<file path="config.mk">
export PLATFORM = sky130hd
export DESIGN_NAME = mem_access_unit
export DESIGN_NICKNAME = d
export VERILOG_FILES = /design/src/rtl/mem_access_unit.sv
export SDC_FILE = /design/constraint.sdc
export NUM_CORES = 1
export LEC_CHECK = 0
export ABC_AREA = 1
export CAP_MARGIN = 0
export CELL_PAD_IN_SITES_DETAIL_PLACEMENT = 1
export CELL_PAD_IN_SITES_GLOBAL_PLACEMENT = 1
export CORE_ASPECT_RATIO = 0.9
export CORE_MARGIN = 8
export CORE_UTILIZATION = 28
export DETAILED_ROUTE_END_ITERATION = 10
export HOLD_SLACK_MARGIN = 0.12
export PLACE_DENSITY = 0.81
export RECOVER_POWER = 100
export SYNTH_ARGS = -nofsm -noshare
export SYNTH_HDL_FRONTEND = slang
export SYNTH_SLANG_ARGS = --single-unit
</file>
<file path="constraint.sdc">
create_clock -name clk -period 1.5 [get_ports clk]
set_input_delay 0.3 -clock clk [delete_from_list [all_inputs] [get_ports clk]]
set_output_delay 0.3 -clock clk [all_outputs]
set_load 0.01 [all_outputs]
</file>
<file path="src/rtl/mem_access_unit.sv">
// Load/store unit: accepts one aligned byte/half/word access from the pipeline,
// runs it on a simple req/ack bus with a timeout, and returns extended load data.
module mem_access_unit #(
    parameter int TIMEOUT = 16
) (
    input  logic        clk,
    input  logic        reset_n,
    input  logic        mem_read,
    input  logic        mem_write,
    input  logic [1:0]  inst_size,
    input  logic        load_unsigned,
    input  logic [31:0] addr,
    input  logic [31:0] wdata,
    output logic        mreq,
    output logic        mwrite,
    output logic [31:0] maddr,
    output logic [31:0] mwdata,
    output logic [3:0]  mbe,
    input  logic        mack,
    input  logic [31:0] mrdata,
    output logic [31:0] rdata,
    output logic        stall,
    output logic        done,
    output logic        err
);

    localparam int CW = $clog2(TIMEOUT + 1);

    typedef enum logic [1:0] {
        IDLE,
        BUSY,
        DONE
    } state_t;

    state_t          state, state_next;
    logic [CW-1:0]   cnt;
    logic [1:0]      addr_lo;
    logic [1:0]      size_q;
    logic            uns_q;
    logic            err_q;
    logic            req, aligned, legal, limit;
    logic [7:0]      lane_b;
    logic [15:0]     lane_h;
    logic [31:0]     load_val;

    assign req     = mem_read | mem_write;
    assign aligned = (inst_size == 2'b00) ||
                     (inst_size == 2'b01 && !addr[0]) ||
                     (inst_size == 2'b10 && addr[1:0] == 2'b00);
    assign legal   = (mem_read ^ mem_write) && aligned;
    // cnt holds the 1-based index of the current BUSY cycle.
    assign limit   = (cnt == CW'(TIMEOUT));

    assign lane_b = mrdata[{addr_lo, 3'b000} +: 8];
    assign lane_h = mrdata[{addr_lo[1], 4'b0000} +: 16];

    always_comb begin
        // NOTE: every combinational output gets a default first so no path infers a latch.
        load_val = mrdata;
        case (size_q)
            2'b00:   load_val = uns_q ? {24'b0, lane_b} : {{24{lane_b[7]}}, lane_b};
            2'b01:   load_val = uns_q ? {16'b0, lane_h} : {{16{lane_h[15]}}, lane_h};
            default: load_val = mrdata;
        endcase
    end

    always_ff @(posedge clk or negedge reset_n) begin
        if (!reset_n) state <= IDLE;
        else          state <= state_next;
    end

    always_comb begin
        state_next = state;
        stall      = 1'b0;
        done       = 1'b0;
        err        = 1'b0;
        case (state)
            IDLE: begin
                stall = legal;
                if (legal)    state_next = BUSY;
                else if (req) state_next = DONE;
            end
            BUSY: begin
                stall = 1'b1;
                if (mack || limit) state_next = DONE;
            end
            DONE: begin
                done       = 1'b1;
                err        = err_q;
                state_next = IDLE;
            end
            default: state_next = IDLE;
        endcase
    end

    // NOTE: sequential state uses non-blocking assignments so all registers update together.
    always_ff @(posedge clk or negedge reset_n) begin
        if (!reset_n) begin
            mreq    <= 1'b0;
            mwrite  <= 1'b0;
            maddr   <= '0;
            mwdata  <= '0;
            mbe     <= '0;
            rdata   <= '0;
            cnt     <= '0;
            addr_lo <= '0;
            size_q  <= '0;
            uns_q   <= 1'b0;
            err_q   <= 1'b0;
        end else if (state == IDLE) begin
            if (legal) begin
                mreq    <= 1'b1;
                mwrite  <= mem_write;
                maddr   <= {addr[31:2], 2'b00};
                cnt     <= CW'(1);
                addr_lo <= addr[1:0];
                size_q  <= inst_size;
                uns_q   <= load_unsigned;
                err_q   <= 1'b0;
                case (inst_size)
                    2'b00: begin
                        mwdata <= {4{wdata[7:0]}};
                        mbe    <= 4'b0001 << addr[1:0];
                    end
                    2'b01: begin
                        mwdata <= {2{wdata[15:0]}};
                        mbe    <= 4'b0011 << {addr[1], 1'b0};
                    end
                    default: begin
                        mwdata <= wdata;
                        mbe    <= 4'b1111;
                    end
                endcase
            end else if (req) begin
                err_q <= 1'b1;
                rdata <= '0;
            end
        end else if (state == BUSY) begin
            if (mack || limit) begin
                mreq   <= 1'b0;
                mwrite <= 1'b0;
                mbe    <= '0;
            end
            if (mack) begin
                err_q <= 1'b0;
                if (!mwrite) rdata <= load_val;
            end else if (limit) begin
                err_q <= 1'b1;
                rdata <= '0;
            end else begin
                cnt <= cnt + CW'(1);
            end
        end
    end

endmodule

</file>
==> results.cfg, run 1 <==
[run_status]
run_status = finished, violations left
violated_checks = setup timing

[grt]
grt_util_met3_pct = 7.98
grt_use_total_pct = 18.2
grt_max_degree = 41
globalRoute.totalOverflow = 0
grt_util_met1_pct = 20.9
use_met2_pct = 30.6
globalRoute.busiestLayer = met2
grt_antenna_before_repair = 0
grt_pass1_vias = 6416
grt_first_pass_wirelength_um = 35000

[setup_path]
critical_path.reg2reg.endpoint = rdata[2]
worst-r2r-setup-slack_ns = -0.20
timing.critical_path.to_type = flip-flop
worst_ep_required_time_ns = 1.85
startpoint_type = flip-flop
worstReg2RegStart = cnt[0]
launching_instance_or_port_of_the_critical_path = cnt[0]
worstSetupPathType = reg -> reg
critical_path.max_fanout = 6
worst-r2r-cell-count = 14
cp.arrival_ns = 2.05

[timing]
final_min_period_over_clock_period_pct = 113
tightestPinTransition_ns = 0.685
number_of_max_slew_violations_in_the_final_report = 0
rsz0062_at_grt = true
fmax_mhz = 590
finalSetupViolations = 45
finalClockSkew_ns = 0.00643
minimum_setup_slack_in_the_final_design_ns = -0.195
report.final.hold_viol_count = 0
final_period_minus_worst_setup_slack_ns = 1.70
worst_max_slew_margin_expressed_relative_to_the_limit_pct = 54.3
finalHoldWorstSlack_ns = 0.371

[synth]
netlist_top_cells_count = sky130_fd_sc_hd__nand2_1, sky130_fd_sc_hd__dfrtp_1, sky130_fd_sc_hd__inv_1
post_synthesis_sequential_area_ratio_pct = 50.6
number_of_enable_flip_flop_cells_after_synthesis = 0
synth.distinct_cells = 34
ys.warnings.count = 0
synth.area.top_cells = sky130_fd_sc_hd__dfrtp_1, sky130_fd_sc_hd__nand2_1, sky130_fd_sc_hd__inv_1
syn_inst = 728
netlist_area_um2 = 5580
synthMostInstantiatedCell = sky130_fd_sc_hd__nand2_1
synth.largest_area_cell = sky130_fd_sc_hd__dfrtp_1
postSynth.topFlopCell = sky130_fd_sc_hd__dfrtp_1
synth-seq-cells = 113
synth_async_reset_ratio_pct = 100
syn-mean-instance-area_um2 = 7.67
share_of_yosys_cell_area_claimed_by_the_top_area_cell_type_pct = 50.6

[floorplanning]
core_region_area_um2 = 19700
std_cell_rows = 49
fp.dieH_um = 150
total_i_o_pin_count = 209
initial_core_util_pct = 28.3
fp.dieW_um = 165
die_area_um2 = 24700

[clock_tree]
tritoncts_clock_tree = yes
worst_skew_pair.late_latency_ns = 0.42
cts_root_buf = sky130_fd_sc_hd__clkbuf_16
numCtsBuffers = 17
clk_path_buf_depth = 2
cts_num_sinks = 113
clk_pin_slew_ns = 0.06
htreeDepth = 4

[routing]
post-route-drc-count = 0
routed_via_density = 4.72
drtIter0Drc = 219
drt-pass1-iter-count = 4
totalWireLength_um = 23300
drt.antenna.violating_nets = 0
wl_per_cell_um = 18.6
route.vias.total = 5902

[placement]
dp_worst_setup_slack_ns = -0.814
port_buffers = 206
detailed_place_hpwl_um = 16100
post-place-cells = 1203
gp_routability_congestion = 0.772

[min_path]
worstHoldPathCells = 4
timing.hold.worst.start = mem_write
min_to = mwrite
hp-class = in -> reg

[final_layout]
syn2layout_area_growth_pct = 62.6
post_layout_nonfiller_instances = 1251
final_core_util_pct = 46.0
drive_gt1_share_pct = 20.6
n_fill_cell = 2383
n_antenna_cell = 0
fin_nets = 1090

[power]
post-layout-total-power_mw = 17.8
powerDensity_nw_per_um2 = 1960
cellLeakagePower_nw = 4.86
worst_ir_drop_vdd_uv = 817

[job]
max_cap_viols = 0
-- report_power, final --
part           total [mW]  switching, mW  internal, mW  leakage, nW
Combinational        8.42           4.81          3.61         3.16
Clock                3.96           1.62          2.34        0.270
Sequential           5.39          0.914          4.48         1.43
-- logic make-up (layout without fill, tap and decap cells) --
kind of cell               Yosys count  after routing  synth area share, %
adders and majority gates            3              3                0.672
and+or+nand+nor                    443            443                 33.2
AOI/OAI and AO/OA                   82             82                 7.89
other                                1              2               0.0672
xor gates and xnor gates             1              1                0.157
DFF                                113            113                 50.6
buffers and inverters               85            352                 7.40
-- area by class of cell --
cell class,instances,area (µm²),share of cell area (%)
multi-input cells,531,2570,28.3
clock buffers,18,439,4.84
well taps,255,319,3.52
flip-flops and latches,113,2830,31.2
repair buffers,268,2590,28.5
inverters,52,203,2.23
clock inverters,14,131,1.45
-- layer usage --
layer	vias up	wire, µm
met5	-	0
met4	0	429
met3	33	2010
met2	209	11300
met1	2895	9570
li1	2765	-
-- registers in the layout, summed over array words and instances, names as in the netlist --
signal and count:
addr_lo 2, cnt 5, err_q 1, maddr 30
mbe 4, mreq 1, mwdata 32, mwrite 1
rdata 32, size_q 2, state 2, uns_q 1
-- through the flow --
stage	setup TNS [ns]	cell area, µm²
finish	-5.69	9080
global route	-13.62	9080
CTS	-3.95	8750
detailed placement	-68.24	8180
global placement	-61.29	8180
floorplan	-0.324	5590
-- worst max-delay path by stage --
stage	cells past startpoint	to	slack (ns)
final	14	rdata[2]	-0.20
after CTS	13	rdata[16]	-0.14
after detailed placement	8	stall	-0.81
after global placement	8	stall	-0.76
after global routing	14	rdata[2]	-0.30
after floorplan	13	rdata[19]	-0.02
-- layout by cell type, fill, tap and decap left out, types with 11 or more instances in the layout --
master / n
sky130_fd_sc_hd__a21oi_1: 28
sky130_fd_sc_hd__buf_4: 40
sky130_fd_sc_hd__clkbuf_16: 21
sky130_fd_sc_hd__clkdlybuf4s50_1: 97
sky130_fd_sc_hd__dfrtp_1: 113
sky130_fd_sc_hd__dlygate4sd2_1: 105
sky130_fd_sc_hd__inv_1: 39
sky130_fd_sc_hd__inv_2: 12
sky130_fd_sc_hd__nand2_1: 316
sky130_fd_sc_hd__nand2_2: 37
sky130_fd_sc_hd__nand2_4: 11
sky130_fd_sc_hd__nand3_1: 12
sky130_fd_sc_hd__nor2_1: 31
sky130_fd_sc_hd__o21ai_0: 12
sky130_fd_sc_hd__o21ai_1: 17
sky130_fd_sc_hd__or2_2: 16
-- worst max-delay path: stages, from the launching register on --
cell	delay, ns
sky130_fd_sc_hd__dfrtp_1	0.39
sky130_fd_sc_hd__inv_2	0.09
sky130_fd_sc_hd__ha_4	0.13
sky130_fd_sc_hd__inv_2	0.03
sky130_fd_sc_hd__nor2_2	0.06
sky130_fd_sc_hd__nand2_1	0.07
sky130_fd_sc_hd__nand3_2	0.09
sky130_fd_sc_hd__nand2_2	0.06
sky130_fd_sc_hd__inv_2	0.09
sky130_fd_sc_hd__nand3_4	0.09
sky130_fd_sc_hd__nor2_4	0.12
sky130_fd_sc_hd__buf_12	0.14
sky130_fd_sc_hd__clkbuf_16	0.16
sky130_fd_sc_hd__nand2_2	0.04
sky130_fd_sc_hd__nand2_1	0.06
-- repair_timing --
action,in CTS,in global routing
setup endpoints to repair,210,64
gates resized for setup,151,62
setup buffers,4,7
hold endpoints to repair,23,0
hold buffers,1,0
pin swaps,5,14
cloned,1,5
Note: power is estimated with default switching activity, not from simulation.
==> run 2, diff against run 1 <==
--- a/config.mk
+++ b/config.mk
@@ -11,10 +11,10 @@
 export CELL_PAD_IN_SITES_GLOBAL_PLACEMENT = 1
 export CORE_ASPECT_RATIO = 0.9
 export CORE_MARGIN = 8
-export CORE_UTILIZATION = 28
+export CORE_UTILIZATION = 34
 export DETAILED_ROUTE_END_ITERATION = 10
 export HOLD_SLACK_MARGIN = 0.12
-export PLACE_DENSITY = 0.81
+export PLACE_DENSITY = 0.91
 export RECOVER_POWER = 100
 export SYNTH_ARGS = -nofsm -noshare
 export SYNTH_HDL_FRONTEND = slang
==> constraint.sdc (replaced) <==
create_clock -name clk -period 2.15 [get_ports clk]
set_input_delay 0.43 -clock clk [delete_from_list [all_inputs] [get_ports clk]]
set_output_delay 0.43 -clock clk [all_outputs]
set_load 0.01 [all_outputs]
==> run 2 against run 1 <==
The flow now finishes without violations. Via count shrank 3.3%. Clock skew shrank 0.00084 ns. Design area shrank 5.9%.
==> results.cfg, run 2 (same netlist as run 1, synthesis figures left out) <==
[placement]
dp_worst_setup_slack_ns = -0.432
port_buffers = 206
gp_routability_congestion = 0.795
post-place-cells = 1134
post_dp_cell_area_um2 = 7950
detailed_place_hpwl_um = 15500

[grt]
grt_antenna_before_repair = 0
globalRoute.totalOverflow = 0
grt_use_total_pct = 21.0
grt_max_degree = 54
grt_pass1_vias = 6352
grt_first_pass_wirelength_um = 33500

[routing]
route.vias.total = 5705
drt-pass1-iter-count = 4
wl_per_cell_um = 18.1
totalWireLength_um = 21200
routed_via_density = 4.88
post-route-drc-count = 0
drtIter0Drc = 229
drt.antenna.violating_nets = 0

[final_layout]
syn2layout_area_growth_pct = 53.0
fin_area_um2 = 8540
drive_gt1_share_pct = 11.3
layout.cells.most_common_list = sky130_fd_sc_hd__nand2_1, sky130_fd_sc_hd__clkdlybuf4s50_1, sky130_fd_sc_hd__dfrtp_1
reg.largest.list = mwdata: 32 flops, rdata: 32 flops, maddr: 30 flops
mostFrequentLayoutCell = sky130_fd_sc_hd__nand2_1
post_layout_nonfiller_instances = 1168
fin_nets = 1055
final_core_util_pct = 53.0
n_antenna_cell = 0

[clock_tree]
worst_skew_pair.late_latency_ns = 0.42
cts_root_buf = sky130_fd_sc_hd__clkbuf_16
numCtsBuffers = 17
clk_pin_slew_ns = 0.06
cts_num_sinks = 113
tritoncts_clock_tree = yes
clk_path_buf_depth = 2
htreeDepth = 4

[min_path]
hp-class = reg -> reg

[setup_path]
endpoint = stall
worst-r2r-setup-slack_ns = 0.36
critical_path.max_fanout = 2
worst-r2r-cell-count = 6
worst_path_dominant_cell_family = buffers and inverters
worstSetupPathType = in -> out
timing.critical_path.to_type = output port
slowest_delay_ns = 0.45
critical_path_cell_count = 8
timing.critical_path.slowest_stage_cell = sky130_fd_sc_hd__clkdlybuf4s50_1
critical_path.reg2reg.endpoint = mwdata[20]
worstReg2RegStart = state[1]
worst_ep_required_time_ns = 1.72
most_repeated_library_cell_on_the_critical_path = sky130_fd_sc_hd__inv_1
crit_chain = clkdlybuf4s50_1, inv_1, ha_1, inv_1, nor2_2, nand3_2, o21ai_2, buf_2
cp.buffers_inverters = 4
startpoint_type = primary input
cp.arrival_ns = 1.66
launching_instance_or_port_of_the_critical_path = mem_write

[timing]
fmax_mhz = 479
final_period_minus_worst_setup_slack_ns = 2.09
number_of_max_slew_violations_in_the_final_report = 0
report.final.hold_viol_count = 0
finalSetupViolations = 0
worst_max_slew_margin_expressed_relative_to_the_limit_pct = 47.2
tightestPinTransition_ns = 0.792
minimum_setup_slack_in_the_final_design_ns = 0.0603
finalClockSkew_ns = 0.00558
final_min_period_over_clock_period_pct = 97.2

[floorplanning]
std_cell_rows = 44
die_area_um2 = 20800
initial_core_util_pct = 34.6
fp.dieW_um = 151
fp.dieH_um = 138
core_region_area_um2 = 16100
total_i_o_pin_count = 209

[power]
cellLeakagePower_nw = 4.27
worst_ir_drop_vdd_uv = 760
powerDensity_nw_per_um2 = 1440
post-layout-total-power_mw = 12.3

[run_status]
run_status = completed

[job]
max_cap_viols = 0
[run 2: cell count changes in the layout (fill, tap and decap cells not counted), moves of 5 or more]
| cell | before | now |
|---|---|---|
| sky130_fd_sc_hd__inv_1 | 39 | 45 |
| sky130_fd_sc_hd__o21ai_0 | 12 | 25 |
| sky130_fd_sc_hd__nand2_1 | 316 | 350 |
| sky130_fd_sc_hd__buf_4 | 40 | 21 |
| sky130_fd_sc_hd__dlygate4sd2_1 | 105 | 0 |
| sky130_fd_sc_hd__clkdlybuf4s50_1 | 97 | 203 |
| sky130_fd_sc_hd__buf_6 | 9 | 0 |
| sky130_fd_sc_hd__inv_2 | 12 | 6 |
| sky130_fd_sc_hd__nand2_4 | 11 | 2 |
| sky130_fd_sc_hd__o21ai_2 | 9 | 1 |
| sky130_fd_sc_hd__o21ai_1 | 17 | 12 |
| sky130_fd_sc_hd__nand2_2 | 37 | 12 |
[run 2: area by class of cell]
class,instances,area [µm²]
fillers,1983,7590
multi-input cells,531,2350
inverters,52,203
flip-flops and latches,113,2830
well taps,207,259
repair buffers,233,2310
clock buffers,18,429
clock inverters,14,165
[run 2: worst min path at each step]
stage | startpoint | to | slack [ns] | cells past startpoint
floorplan | reset_n | addr_lo[0] | 0.13 | 0
global placement | reset_n | cnt[4] | 0.41 | 1
detailed placement | reset_n | rdata[10] | 0.40 | 1
CTS | maddr[11] | maddr[11] | 0.48 | 2
global route | maddr[14] | maddr[14] | 0.50 | 2
finish | maddr[11] | maddr[11] | 0.48 | 2
[run 2: worst register-to-register path: cells and delay by family (launching register included)]
kind | cells | cell delay (ns)
simple gates | 2 | 0.38
buf+inv | 2 | 0.48
compound gates | 2 | 0.35
flops | 1 | 0.44
[run 2: per-layer routing]
| layer | track usage (%) | wire length, µm |
|---|---|---|
| met5 | 0 | 0 |
| met4 | 7.25 | 334 |
| met3 | 10.2 | 2190 |
| met2 | 34.6 | 10200 |
| met1 | 23.2 | 8500 |
[run 2: power by group]
| part | leakage [nW] | internal, mW | total [mW] | switching [mW] |
|---|---|---|---|---|
| registers | 1.43 | 3.13 | 3.79 | 0.666 |
| clock network | 0.290 | 1.82 | 2.87 | 1.05 |
| logic | 2.55 | 2.72 | 5.68 | 2.97 |
| total | 4.27 | 7.66 | 12.3 | 4.69 |
[run 2: repair_timing]
item | CTS | global route
buffers inserted | 0 | 1
hold buffers | 1 | 0
gates resized for setup | 6 | 3
endpoints found under the setup margin | 1 | 2
pin swaps | 0 | 1
hold endpoints to repair | 27 | 0
[run 2: metrics by stage]
step                hold WS [ns]  setup TNS (ns)
floorplan                  0.134               0
global placement           0.409           -8.51
detailed placement         0.400          -11.95
CTS                        0.483               0
global route               0.500         -0.0407
finish                     0.476               0
